--- config.mk ---
export PLATFORM = sky130hd
export DESIGN_NAME = mem_arbiter
export DESIGN_NICKNAME = d
export VERILOG_FILES = /design/src/rtl/mem_arb_pkg.sv /design/src/rtl/mem_arbiter.sv
export SDC_FILE = /design/constraint.sdc
export NUM_CORES = 1
export LEC_CHECK = 0
export BUFFER_PORTS_ARGS = -buffer_cell sky130_fd_sc_hd__buf_2
export CAP_MARGIN = 20
export CORE_MARGIN = 3
export CORE_UTILIZATION = 25
export DETAILED_ROUTE_END_ITERATION = 10
export PLACE_DENSITY_LB_ADDON = 0.3
export SLEW_MARGIN = 10
export SYNTH_ARGS = -nofsm -noshare
export SYNTH_HDL_FRONTEND = slang
export SYNTH_SLANG_ARGS = --single-unit
--- constraint.sdc ---
create_clock -name clk_i -period 3.6 [get_ports clk_i]
set_input_delay 0.36 -clock clk_i [delete_from_list [all_inputs] [get_ports clk_i]]
set_output_delay 0.36 -clock clk_i [all_outputs]
set_load 0.01 [all_outputs]
--- src/rtl/mem_arb_pkg.sv ---
// Shared types and defaults for the instruction/data memory arbiter.
package mem_arb_pkg;

  typedef enum logic [1:0] {
    ST_IDLE = 2'd0,
    ST_BUSY = 2'd1,
    ST_RESP = 2'd2
  } arb_state_e;

  localparam int DM_BURST_MAX_DEF = 4;

endpackage

--- src/rtl/mem_arbiter.sv ---
// Two-requester arbiter (fetch, data) in front of a single-port memory.
// Data has priority, but fetch wins after DM_BURST_MAX back-to-back data grants.
module mem_arbiter
  import mem_arb_pkg::*;
#(
  parameter int DM_BURST_MAX = DM_BURST_MAX_DEF,
  parameter int MEM_AW       = 32
) (
  input  logic              clk_i,
  input  logic              rst_ni,
  input  logic              if_req_i,
  input  logic [MEM_AW-1:0] if_addr_i,
  output logic [31:0]       if_rdata_o,
  output logic              if_ready_o,
  input  logic              dm_req_i,
  input  logic [3:0]        dm_w_en_i,
  input  logic [MEM_AW-1:0] dm_addr_i,
  input  logic [31:0]       dm_wdata_i,
  output logic [31:0]       dm_rdata_o,
  output logic              dm_ready_o,
  output logic              mem_req_o,
  output logic [3:0]        mem_we_o,
  output logic [MEM_AW-1:0] mem_addr_o,
  output logic [31:0]       mem_wdata_o,
  input  logic [31:0]       mem_rdata_i,
  input  logic              mem_ack_i,
  output logic              stall_o,
  output logic              spurious_ack_o
);

  localparam int            CW      = $clog2(DM_BURST_MAX + 1);
  localparam logic [CW-1:0] CNT_MAX = CW'(DM_BURST_MAX);

  arb_state_e        state_q, state_d;
  logic [CW-1:0]     cnt_q, cnt_d;
  logic              gnt_dm_q, gnt_dm_d;
  logic              mem_req_q, mem_req_d;
  logic [3:0]        mem_we_q, mem_we_d;
  logic [MEM_AW-1:0] mem_addr_q, mem_addr_d;
  logic [31:0]       mem_wdata_q, mem_wdata_d;
  logic [31:0]       if_rdata_q, if_rdata_d;
  logic [31:0]       dm_rdata_q, dm_rdata_d;
  logic              if_ready_q, if_ready_d;
  logic              dm_ready_q, dm_ready_d;
  logic              spur_q, spur_d;
  logic              pick_dm;

  // Fetch only overrides data once the burst allowance is used up.
  assign pick_dm = dm_req_i && !(if_req_i && (cnt_q == CNT_MAX));

  always_comb begin
    state_d     = state_q;
    cnt_d       = cnt_q;
    gnt_dm_d    = gnt_dm_q;
    mem_req_d   = mem_req_q;
    mem_we_d    = mem_we_q;
    mem_addr_d  = mem_addr_q;
    mem_wdata_d = mem_wdata_q;
    if_rdata_d  = if_rdata_q;
    dm_rdata_d  = dm_rdata_q;
    if_ready_d  = 1'b0;
    dm_ready_d  = 1'b0;
    spur_d      = spur_q | (mem_ack_i && (state_q != ST_BUSY));

    case (state_q)
      ST_IDLE: begin
        if (if_req_i || dm_req_i) begin
          state_d   = ST_BUSY;
          mem_req_d = 1'b1;
          gnt_dm_d  = pick_dm;
          if (pick_dm) begin
            mem_addr_d  = dm_addr_i;
            mem_we_d    = dm_w_en_i;
            mem_wdata_d = dm_wdata_i;
            if (!if_req_i)             cnt_d = '0;
            else if (cnt_q != CNT_MAX) cnt_d = cnt_q + CW'(1);
          end else begin
            mem_addr_d  = if_addr_i;
            mem_we_d    = 4'b0000;
            mem_wdata_d = '0;
            cnt_d       = '0;
          end
        end
      end
      ST_BUSY: begin
        if (mem_ack_i) begin
          state_d   = ST_RESP;
          mem_req_d = 1'b0;
          if (gnt_dm_q) begin
            dm_ready_d = 1'b1;
            // stores keep the previous load result visible
            if (mem_we_q == 4'b0000) dm_rdata_d = mem_rdata_i;
          end else begin
            if_ready_d = 1'b1;
            if_rdata_d = mem_rdata_i;
          end
        end
      end
      ST_RESP: state_d = ST_IDLE;
      default: state_d = ST_IDLE;
    endcase
  end

  always_ff @(posedge clk_i or negedge rst_ni) begin
    if (!rst_ni) begin
      state_q     <= ST_IDLE;
      cnt_q       <= '0;
      gnt_dm_q    <= 1'b0;
      mem_req_q   <= 1'b0;
      mem_we_q    <= 4'b0000;
      mem_addr_q  <= '0;
      mem_wdata_q <= '0;
      if_rdata_q  <= '0;
      dm_rdata_q  <= '0;
      if_ready_q  <= 1'b0;
      dm_ready_q  <= 1'b0;
      spur_q      <= 1'b0;
    end else begin
      state_q     <= state_d;
      cnt_q       <= cnt_d;
      gnt_dm_q    <= gnt_dm_d;
      mem_req_q   <= mem_req_d;
      mem_we_q    <= mem_we_d;
      mem_addr_q  <= mem_addr_d;
      mem_wdata_q <= mem_wdata_d;
      if_rdata_q  <= if_rdata_d;
      dm_rdata_q  <= dm_rdata_d;
      if_ready_q  <= if_ready_d;
      dm_ready_q  <= dm_ready_d;
      spur_q      <= spur_d;
    end
  end

  assign mem_req_o      = mem_req_q;
  assign mem_we_o       = mem_we_q;
  assign mem_addr_o     = mem_addr_q;
  assign mem_wdata_o    = mem_wdata_q;
  assign if_rdata_o     = if_rdata_q;
  assign dm_rdata_o     = dm_rdata_q;
  assign if_ready_o     = if_ready_q;
  assign dm_ready_o     = dm_ready_q;
  assign spurious_ack_o = spur_q;
  assign stall_o        = (if_req_i & ~if_ready_o) | (dm_req_i & ~dm_ready_o);

endmodule

After elaboration in Yosys (flattened, before gate mapping)

Index checks and enable logic that the tools add are counted.

Register bits: 142
Output and inout bits: 137

Add/sub/neg operators: 1
Mux-type cells: 18
Equality and inequality tests: 7
Reductions and logical operators: 14
Bitwise operators: 7

Operator list:

| cell                  | number |
|---|---|
| $mux W32              | 2 |
| $mux W3               | 3 |
| $reduce_and A3 Y1     | 3 |
| $mux W1               | 8 |
| $logic_not A4 Y1      | 1 |
| $mux W2               | 2 |
| $mux W4               | 1 |
| $ne A2 B2 Y1 const B  | 2 |
| $pmux W2 S2           | 1 |
| $reduce_and A2 Y1     | 2 |
| $reduce_and A4 Y1     | 1 |
| $add A3 B1 Y3 const B | 1 |
| $eq A3 B3 Y1 const B  | 1 |
| $logic_and A1 B1 Y1   | 3 |
| $ne A3 B2 Y1 const B  | 1 |
| $ne A3 B3 Y1 const B  | 1 |
| $not A1 Y1            | 3 |
| $and A1 B1 Y1         | 2 |
| $eq A2 B1 Y1 const B  | 1 |
| $logic_not A2 Y1      | 1 |
| $ne A2 B1 Y1 const B  | 1 |
| $or A1 B1 Y1          | 2 |
| $pmux W1 S2           | 1 |
| $reduce_bool A2 Y1    | 1 |
| other kinds (2)       | 2 |

Logic depth before layout (Yosys ltp)

Gate-level depths: netlist of the first run.

Depth after elaboration: 6
Gate-level depth with buffers: 7
Depth with buffers taken out: 5

Worst setup path after synthesis of the first run

OpenSTA, ideal clock, no wires.

Kind: register to register
Start point: register state_q[1]
End point: register if_rdata_q[10] (netlist: if_rdata_o[10])
Path buffers: 1
Library setup time: 128 ps
Setup slack: 2,097 ps
Arrival time: 1,375 ps
Data required time: 3,472 ps
Stages on the path, launching flop included: 5
Clock period less this slack: 1,503 ps
Cell sequence: dfrtp_1 > nand3b_1 > nor2_2 > buf_2 > mux2_1

Word-level cells in the longest chain between the ends: 2

RTL lines:

| element                     | RTL line           | text |
|---|---|---|
| start, declared             | mem_arbiter.sv:34  | `arb_state_e state_q, state_d;` |
| start signal, assigned      | mem_arbiter.sv:119 | `state_q <= state_d;` |
| $eq A2 B1 Y1                | mem_arbiter.sv:65  | `case (state_q)` |
| $reduce_and A3 Y1 (no line) | -                  |  |
| end signal, assigned        | mem_arbiter.sv:126 | `if_rdata_q <= if_rdata_d;` |
| end, declared               | mem_arbiter.sv:41  | `logic [31:0] if_rdata_q, if_rdata_d;` |

No other way between the ends.
A chain may end at the register's enable or synchronous reset.

Worst setup path after layout of the first run

Ends and elaborated chain as after synthesis.

==> results of run 1 <==
## kinds of logic (layout without fill, tap and decap cells)
| logic type | Yosys count | in the layout | synth area share |
|---|---|---|---|
| fa+ha+maj | 2 | 2 | 0.00405 |
| compound gates | 139 | 139 | 0.155 |
| flops | 142 | 142 | 0.575 |
| mux | 65 | 65 | 0.118 |
| buf+inv | 89 | 356 | 0.0677 |
| simple gates | 87 | 87 | 0.0800 |
## per-stage QoR
stage / util / setup slack (ps)
CTS: 0.352 / 1460
finish: 0.352 / 1500
detailed placement: 0.327 / 1480
global route: 0.352 / 1330
floorplan: - / 2100
global placement: 0.326 / 1430
## metal layers
metal	part of all wire	track usage	up-vias
li1	-	-	2385
met2	0.46	0.216	188
met3	0.078	0.0421	25
met5	0.0013	0	-
met1	0.44	0.178	2522
met4	0.017	0.0461	4
## where the power goes
group,internal (µW),switching (µW),total (µW)
Sequential,2350,384,2730
Clock,991,792,1780
Combinational,1160,1550,2710
## worst max-delay path, delay by kind of cell, from the launching register on
| family | cells | cell delay, ps |
|---|---|---|
| simple gates | 2 | 1130 |
| flops | 1 | 410 |
| mux | 1 | 400 |
## registers in the layout (all words and copies together), names as in the netlist
| name | count |
|---|---|
| mem_addr_o | 32 |
| dm_ready_o | 1 |
| mem_wdata_o | 32 |
| dm_rdata_o | 32 |
| state_q | 2 |
| mem_req_o | 1 |
| mem_we_o | 4 |
| cnt_q | 3 |
| if_ready_o | 1 |
| gnt_dm_q | 1 |
| spurious_ack_o | 1 |
| if_rdata_o | 32 |
## cells in the final DEF, fill, tap and decap left out, types with 3 or more instances in the layout
cell type / count
nand4_1: 36
nand3_1: 33
inv_6: 4
inv_8: 5
o21ai_1: 38
mux2_1: 64
dfrtp_1: 142
a21oi_1: 32
clkbuf_16: 17
buf_2: 272
nand2_1: 4
buf_4: 5
o21ai_0: 32
clkinvlp_4: 3
a31oi_2: 32
inv_1: 41
## worst max-delay path by stage
| stage | slack [ps] | endpoint | cells past startpoint | start |
|---|---|---|---|---|
| global route | 1330 | if_rdata_o[13] | 3 | state_q[1] |
| global placement | 1430 | mem_addr_o[14] | 5 | cnt_q[0] |
| CTS | 1460 | if_rdata_o[10] | 3 | state_q[1] |
| floorplan | 2100 | if_rdata_o[10] | 4 | state_q[1] |
| finish | 1500 | if_rdata_o[10] | 3 | state_q[1] |
| detailed placement | 1480 | if_rdata_o[12] | 3 | state_q[1] |
## layout make-up
| type | instances | area share |
|---|---|---|
| Clock buffer | 17 | 0.0506 |
| Inverter | 43 | 0.0192 |
| Sequential cell | 142 | 0.422 |
| Tap cell | 319 | 0.0475 |
| Clock inverter | 15 | 0.0201 |
| Multi-Input combinational cell | 293 | 0.265 |
| Timing Repair Buffer | 281 | 0.176 |
==> results.md, run 1 <==
* Die H at 163 µm
* Data required, critical path at 3890 ps
* Nets@finish at 917
* CP cell instances: nand3b_1, nor2_4, mux2_1
* Failing checks: hold timing
* Mapped cell area at 6180 µm²
* Final Cycle Share at 0.583
* Total number of vias at 5124
* Top cells by count, synth: dfrtp_1, mux2_1, inv_1, o21ai_1, nand4_1
* Top-count cell post-synth: dfrtp_1
* Mapped Nets at 663
* Dpl cells at 1078
* Non-Filler Instances at 1110
* Largest net degree at the start of global routing at 86
* Prevailing post-synth register cell: dfrtp_1
* FFs w/ async S/R, synth at 1.00
* Hold violation count in the final report at 2
* Reg2reg setup slack at 1500 ps
* Mean Syn Cell Area at 11.8 µm²
* Post-synth EDFFs at 0
* Post-synth top area share at 0.575
* Area grow syn2layout at 36.2%
* Critical Path End Type: flop
* Max Root-Sink Buffers at 2
* YS warnings at 0
* Maximum VDD drop at 301 µV
* Post-synth top area cell: dfrtp_1
* Largest cells by area after synthesis: dfrtp_1, mux2_1, a31oi_2, nand4_1, o21ai_1
* Reg2reg start: state_q[1]
* Antenna diode instance count at 0
* Total track usage at 0.137
* First-pass GRT wire length at 28700 µm
* IO buf count at 273
* # Max-Cap Violations at 0
* Final Skew at 10.0 ps
* Filler instances at 2450
* Htree depth at 4
* Critical path's slowest cell: nor2_4
* Vias in the first global route at 5173
* Critical Path AT at 2390 ps
* Drt pass-1 iters at 4
* Total leakage power at 0.00399 µW
* Share of layout cells above drive strength 1 at 0.446
* CP Max Fanout at 33
* Worst r2r dst: if_rdata_o[10]
* Unrepaired setup endpoints after global routing: no
* CP Launch Type: flop
* Root Buffer: clkbuf_16
* Initial antenna violation count at 2
* Post-route setup TNS at 0 ps
* Worst Reg2Reg Path Length in Cells at 3
* Final instance area at 8410 µm²
* Num Clock Sinks at 142
* Cells after Synth at 524
* Die ar. at 26600 µm²
* Pwr Total at 7220 µW
* Setup repair bufs after CTS at 0
* Cell variety after synth at 31
* Final Max Tran Viols at 0
* Initial Utilization at 0.258
* Row count at 56
* Post-DRT Antenna Nets at 0
* Avg Vias per Cell at 4.62
* Post-layout min period at 2100 ps
* Worst Max-Slew Pin Slew at 1030 ps
* Area of the multi-input gates at 2220 µm²
* Placed Area at 7820 µm²
* Critical path type: reg2reg
* Rel. slew slack at 0.313
* Flops & latches, synth at 142
* DRC violations left at 0
* Clock buffer count from CTS at 17
* CTS tree: built
* Wirelength per Cell at 16.6 µm
* Setup violators final at 0
* PwrDens at 859 nW/µm²
* DR iter-0 viols at 248
* Hold Path Class: in2async
* Worst-Skew Late Latency at 410 ps
* HPWL Detailed at 12400 µm
* Die X at 163 µm
* Worst path max stage delay at 820 ps
* IO Count at 274
* Status: complete, but fails checks
* Drt total wl at 18400 µm
* Hold_ws at -5.97 ps
* CTS clock-pin slew for the worst setup and hold paths at 70 ps
* Register area share after synthesis at 0.575
* Post-CTS sizing at 0
* Post-CTS Hold Fix Bufs at 0
* Reg area at 3550 µm²
* Max Fclk at 476 MHz
* Overflow after GRT at 0
* Core footprint at 23900 µm²
* Final GP Congestion at 0.703
Power figures use the tool's default switching activity.
==> inputs of run 2 (changes only) <==
--- a/config.mk
+++ b/config.mk
@@ -5,6 +5,7 @@
 export SDC_FILE = /design/constraint.sdc
 export NUM_CORES = 1
 export LEC_CHECK = 0
+export ABC_AREA = 1
 export BUFFER_PORTS_ARGS = -buffer_cell sky130_fd_sc_hd__buf_2
 export CAP_MARGIN = 20
 export CORE_MARGIN = 3
==> constraint.sdc (replaced) <==
create_clock -name clk_i -period 1.8 [get_ports clk_i]
set_input_delay 0.18 -clock clk_i [delete_from_list [all_inputs] [get_ports clk_i]]
set_output_delay 0.18 -clock clk_i [all_outputs]
set_load 0.01 [all_outputs]
==> results.md, run 2 <==
* Final Cycle Share at 0.830 (+0.246)
* Initial antenna violation count at 0 (-2)
* Maximum VDD drop at 475 µV (+58%)
* Die H at 162 µm (-0.69%)
* Post-route setup TNS at 0 ps (unchanged)
* Setup violators final at 0 (unchanged)
* Status: finished clean
* Mux cell area share after synthesis at 0 (-0.118)
* Post-synth top area cell: dfrtp_1
* Hold violation count in the final report at 0 (-2)
* Worst Reg2Reg Path Length in Cells at 7 (+4)
* Total track usage at 0.152 (+0.0152)
* Hold Path End: mem_addr_o[23]
* Final instance area at 9160 µm² (+8.9%)
* Hold Crit Depth at 5
* Die X at 162 µm (-0.69%)
* Post-CTS sizing at 0 (unchanged)
* Avg Vias per Cell at 4.19 (-9.3%)
* Post-layout min period at 1490 ps (-607 ps)
* Num Clock Sinks at 142 (unchanged)
* Largest net degree at the start of global routing at 62 (-28%)
* Final Max Tran Viols at 0 (unchanged)
* Worst r2r dst: mem_addr_o[27]
* CP cell instances: inv_1, ha_1, nand3_2, buf_4, nand3_1, nand3_1, nand2_1
* Largest cells by area after synthesis: dfrtp_1, nand2_1, nand3_1, inv_1, buf_2
* Root Buffer: clkbuf_16
* Critical Path End Type: flop
* Post-synth EDFFs at 0 (unchanged)
* Cells after Synth at 753 (+44%)
* Area grow syn2layout at 50.5%
* Vias in the first global route at 5972 (+15%)
* Drt pass-1 iters at 5 (+1)
* Total number of vias at 5949 (+16%)
* Htree depth at 4 (unchanged)
* CTS clock-pin slew for the worst setup and hold paths at 60 ps (about the same)
* Data required, critical path at 2100 ps (-1790 ps)
* Critical Path AT at 1800 ps (-590 ps)
* Reg2reg start: cnt_q[0]
* Cell mode on critical path: nand3_1
* Worst Hold Launch: if_addr_i[23]
* PwrDens at 1640 nW/µm² (+91%)
* Synth Area in Adders at 0.00411 (+0.0000583)
* Worst Max-Slew Pin Slew at 418 ps (-610 ps)
* CP bufs+invs at 2 (+2)
* CP Launch Type: flop
* IO Count at 274 (unchanged)
* Mapped cell area at 6090 µm² (-1.4%)
* Prevailing post-synth register cell: dfrtp_1
* Worst-Skew Late Latency at 420 ps (about the same)
* Share of layout cells above drive strength 1 at 0.297 (-0.150)
* Reg2reg setup slack at 310 ps (-1190 ps)
* Top-count cell post-synth: nand2_1
* Hold_ws at 52.9 ps (+58.9 ps)
* Mapped Nets at 892 (+35%)
* Row count at 56 (unchanged)
* HPWL Detailed at 13300 µm (+7.0%)
* Final Skew at 8.92 ps (-1.12 ps)
* IO buf count at 273 (unchanged)
* Register area share after synthesis at 0.584 (+0.00828)
* First-pass GRT wire length at 31700 µm (+10%)
* Final GP Congestion at 0.781 (+11%)
* Post-synth top area share at 0.584 (+0.00828)
* Critical path type: reg2reg
* Clock buffer count from CTS at 17 (unchanged)
* CTS tree: built
* Die ar. at 26300 µm² (-1.4%)
* Total leakage power at 0.00534 µW (+34%)
* Pwr Total at 15000 µW (+110%)
* Post-DRT Antenna Nets at 0 (unchanged)
* FFs w/ async S/R, synth at 1.00 (unchanged)
* Critical path's slowest cell: dfrtp_1
* Overflow after GRT at 0 (unchanged)
* Top cells by count, synth: nand2_1, dfrtp_1, nand3_1, inv_1, buf_2
* Filler instances at 2480 (+1.2%)
* Hold Path Class: in2reg
* Worst path max stage delay at 380 ps (-440 ps)
* Flops & latches, synth at 142 (unchanged)
* Cell variety after synth at 22 (-29%)
* Largest family of logic cells by synthesized area: simple AND/OR/NAND/NOR gates
* Core footprint at 23700 µm² (-0.88%)
* Wirelength per Cell at 14.0 µm (-15%)
* Non-Filler Instances at 1421 (+28%)
* Drt total wl at 19900 µm (+8.5%)
* Max Root-Sink Buffers at 2 (unchanged)
* YS warnings at 0 (unchanged)
* CP Max Fanout at 32 (-3.0%)
* Area fraction in compound gates after synthesis at 0.00822 (-0.146)
* DR iter-0 viols at 273 (+10%)
* Post-Synth Simple-Gate Area at 0.324 (+0.244)
* Nets@finish at 1228 (+34%)
* Family with the most delay on the worst path: buffers and inverters
* Max Fclk at 670 MHz (+41%)
* Commonest non-fill, non-tap cell in the layout: nand2_1
* Antenna diode instance count at 0 (unchanged)
* Initial Utilization at 0.257 (-0.00140)
* DRC violations left at 0 (unchanged)
* Placed Area at 7840 µm² (+0.35%)
* Rel. slew slack at 0.721 (+0.408)
* XOR/XNOR Fraction of Synth Area at 0 (unchanged)
* Unrepaired setup endpoints after global routing: no
* Dpl cells at 1319 (+22%)
* # Max-Cap Violations at 0 (unchanged)
* Most frequent cells in the layout: nand2_1, buf_2, dfrtp_1, nand3_1, inv_1
* Mean Syn Cell Area at 8.09 µm² (-31%)
==> run 2: timing repair <==
| action | in CTS | in global routing |
|---|---|---|
| endpoints found under the hold margin | 130 | 0 |
| buffers inserted | 0 | 0 |
| hold buffers | 70 | 0 |
==> run 2: worst max path at each step <==
stage / from / end / slack, ps / depth (start not counted)
2_1_floorplan: cnt_q[0] / cnt_q[0] / 420 / 9
4_1_cts: cnt_q[0] / mem_addr_o[27] / 290 / 7
3_3_place_gp: dm_req_i / mem_wdata_o[0] / 340 / 7
5_1_grt: cnt_q[0] / mem_addr_o[25] / 150 / 7
6_report: cnt_q[0] / mem_addr_o[27] / 310 / 7
3_5_place_dp: cnt_q[0] / mem_addr_o[31] / 300 / 7
==> run 2: logic make-up after synthesis <==
kind of cell,count (synthesis)
AO/OA/AOI/OAI,7
adder cells (fa/ha/maj),2
buffers and inverters,114
flip-flops,142
AND/OR/NAND/NOR,488
==> run 2: where the power goes <==
part	internal (µW)	total (µW)	switching, µW
registers	4730	5560	833
clock network	2270	3700	1430
logic	2220	5730	3510
total	9210	15000	5780
==> run 2: area by class of cell <==
class                           instances  area, µm²  share of cell area
Clock inverter                         12        160              0.0175
Multi-Input combinational cell        497       2060               0.225
Inverter                               73        274              0.0299
Clock buffer                           20        457              0.0498
Tap cell                              319        399              0.0436
Sequential cell                       142       3550               0.388
Timing Repair Buffer                  358       2260               0.247
==> run 2: per-layer routing <==
metal	vias up	part of all wire	global-route usage
met5	-	0	0
met4	0	0.021	0.0500
met3	25	0.053	0.0385
met2	170	0.50	0.266
met1	2802	0.42	0.182
li1	2952	-	-
==> run 2: through the flow <==
step                      utilization  setup WS (ps)
after floorplan                     -            417
after CTS                       0.387            294
after detailed placement        0.331            298
final                           0.387            307
after global routing            0.387            152
after global placement          0.331            338
==> run 2: worst min-delay path, cell delays in order <==
cell     delay, ps
buf_2           70
inv_1           30
nand2_1         50
nand3_1         60
nand2_1         50
==> inputs of run 3 (changes only) <==
--- a/config.mk
+++ b/config.mk
@@ -5,7 +5,7 @@
 export SDC_FILE = /design/constraint.sdc
 export NUM_CORES = 1
 export LEC_CHECK = 0
-export ABC_AREA = 1
+export ABC_AREA = 0
 export BUFFER_PORTS_ARGS = -buffer_cell sky130_fd_sc_hd__buf_2
 export CAP_MARGIN = 20
 export CORE_MARGIN = 3
==> constraint.sdc (replaced) <==
create_clock -name clk_i -period 1.3 [get_ports clk_i]
set_input_delay 0.13 -clock clk_i [delete_from_list [all_inputs] [get_ports clk_i]]
set_output_delay 0.13 -clock clk_i [all_outputs]
set_load 0.01 [all_outputs]
==> results.md, run 3 (synthesized netlist as in run 1, its figures left out) <==
* Die X at 163 µm (+0.69%)
* Post-route setup TNS at -25420 ps (-25420 ps)
* Max Fclk at 637 MHz (-4.8%)
* Root Buffer: clkbuf_16
* Hold Path Class: in2reg
* Post-DRT Antenna Nets at 0 (unchanged)
* Drt pass-1 iters at 4 (-1)
* Die ar. at 26600 µm² (+1.4%)
* CP bufs+invs at 5 (+3)
* DR iter-0 viols at 290 (+6.2%)
* Area grow syn2layout at 82.5%
* Switching power at 8530 µW (+48%)
* Final Skew at 10.7 ps (+1.80 ps)
* Final WS setup at -269 ps (-575 ps)
* Htree depth at 4 (unchanged)
* Cell internal pwr at 14400 µW (+56%)
* Family with the most delay on the worst path: buffers and inverters
* Drt total wl at 23600 µm (+19%)
* PwrDens at 2030 nW/µm² (+24%)
* Combinational share of power at 0.454 (+0.072)
* IO Count at 274 (unchanged)
* CP Launch Type: flop
* Final GP Congestion at 0.752 (-3.7%)
* CTS clock-pin slew for the worst setup and hold paths at 70 ps (about the same)
* Largest net degree at the start of global routing at 49 (-21%)
* Worst-Skew Late Latency at 420 ps (about the same)
* Critical path's slowest cell: dfrtp_1
* Worst path max stage delay at 390 ps (about the same)
* Maximum VDD drop at 898 µV (+89%)
* Wirelength per Cell at 18.1 µm (+29%)
* Critical path type: reg2reg
* Vias in the first global route at 6466 (+8.3%)
* Core footprint at 23900 µm² (+0.89%)
* Initial Utilization at 0.258 (+0.00140)
* Critical Path AT at 1870 ps (+70 ps)
* Data required, critical path at 1600 ps (-500 ps)
* Switching Share at 0.372 (-0.0134)
* Total number of vias at 5988 (+0.66%)
* Failing checks: setup timing
* Pwr Total at 22900 µW (+53%)
* Hold violation count in the final report at 0 (unchanged)
* Unrepaired setup endpoints after global routing: yes
* Commonest non-fill, non-tap cell in the layout: buf_2
* CTS tree: built
* Setup violators final at 136 (+136)
* Final Max Tran Viols at 0 (unchanged)
* Worst Max-Slew Pin Slew at 662 ps (+244 ps)
* Sequential Power Share at 0.335 (-0.036)
* CP Max Fanout at 8 (-75%)
* CP cell instances: inv_2, ha_4, buf_6, nand3_4, buf_12, buf_12, buf_16, nand3_4, a31oi_4
* Clock power frac at 0.212 (-0.035)
* Most frequent cells in the layout: buf_2, dfrtp_1, dlygate4sd3_1, o21ai_1, inv_1
* Nets@finish at 1113 (-9.4%)
* Share of layout cells above drive strength 1 at 0.518 (+0.221)
* Num Clock Sinks at 142 (unchanged)
* Avg Vias per Cell at 4.58 (+9.4%)
* Status: complete, but fails checks
* Max Root-Sink Buffers at 2 (unchanged)
* HPWL Detailed at 13500 µm (+1.1%)
* Final Cycle Share at 1.21 (+0.377)
* DRC violations left at 0 (unchanged)
* Row count at 56 (unchanged)
* Die H at 163 µm (+0.69%)
* Total track usage at 0.169 (+0.0174)
* Overflow after GRT at 0 (unchanged)
* Rel. slew slack at 0.558 (-0.163)
* # Max-Cap Violations at 0 (unchanged)
* IO buf count at 273 (unchanged)
* Critical Path End Type: flop
* First-pass GRT wire length at 35200 µm (+11%)
* Clock buffer count from CTS at 17 (unchanged)
* Total leakage power at 0.00525 µW (-1.8%)
* Post-layout min period at 1570 ps (+75.2 ps)
* Initial antenna violation count at 0 (unchanged)
run 3: changes by cell type in the layout (fill, tap and decap cells not counted), sizes merged, moves of 3 or more:
cell / change
a21oi: +32
a31oi: +32
buf: +53
bufinv: -3
clkinv: -3
dlygate4sd3: +61
inv: -21
mux2: +64
nand2: -376
nand3: -62
nand4: +35
nor2: -5
o21ai: +65
run 3: area by class of cell:
class                           instances  area, µm²
Fill cell                            2143      12600
Timing Repair Buffer                  477       3770
Sequential cell                       142       3550
Multi-Input combinational cell        293       2800
Clock buffer                           17        425
Tap cell                              319        399
Inverter                               43        161
Clock inverter                         15        160
Antenna cell                            1       2.50
run 3: metal layers:
layer | wire, µm | GRT usage | vias up
met5 | 0 | 0 | -
met4 | 524 | 0.0634 | 0
met3 | 1730 | 0.0525 | 43
met2 | 11400 | 0.282 | 257
met1 | 9980 | 0.206 | 2892
li1 | - | - | 2796
run 3: path summary, 6_finish.rpt:
check	start	end	slack, ps	cells past startpoint
worst max-delay path	cnt_q[0]	mem_addr_o[28]	-270	9
worst min-delay path	if_addr_i[8]	mem_addr_o[8]	10	3
worst max register to register	cnt_q[0]	mem_addr_o[28]	-270	9
worst min register to register	spurious_ack_o	spurious_ack_o	460	1
max in group asynchronous	rst_ni	mem_wdata_o[27]	590	3
min in group asynchronous	rst_ni	dm_rdata_o[16]	150	2
run 3: repair_timing:
action / CTS / global route
pin swaps: 83 / 22
gates cloned: 10 / 6
resized for setup: 103 / 75
hold buffers: 128 / 3
hold endpoints to repair: 276 / 3
setup buffers: 20 / 8
endpoints found under the setup margin: 117 / 139
run 3: power by group through the flow:
| stage | clock [µW] | combinational (µW) | sequential, µW |
|---|---|---|---|
| 6_report | 4850 | 10400 | 7670 |
| 5_1_grt | 5190 | 11200 | 7920 |
| 4_1_cts | 5020 | 9570 | 7620 |
| 2_1_floorplan | 0 | 3580 | 8550 |
| 3_5_place_dp | 0 | 8450 | 7640 |
| 3_3_place_gp | 0 | 8310 | 7640 |
run 3: metrics by stage:
step	util	cells	setup WS (ps)	instance area [µm²]	hold WS (ps)
2_1_floorplan	-	524	-191	6260	-166
3_3_place_gp	0.343	1111	-245	8210	25.8
3_5_place_dp	0.343	1111	-310	8210	18.5
4_1_cts	0.453	1298	-286	10800	2.84
5_1_grt	0.472	1306	-372	11300	5.60
6_report	0.472	1307	-269	11300	12.9
run 3: worst reg2reg max path: cells and delay by family, from the launching register on:
kind | cells | cell delay [ps]
AO/OA/AOI/OAI | 1 | 80
adder cells (fa/ha/maj) | 1 | 140
buffers and inverters | 5 | 640
flip-flops | 1 | 390
AND/OR/NAND/NOR | 2 | 200
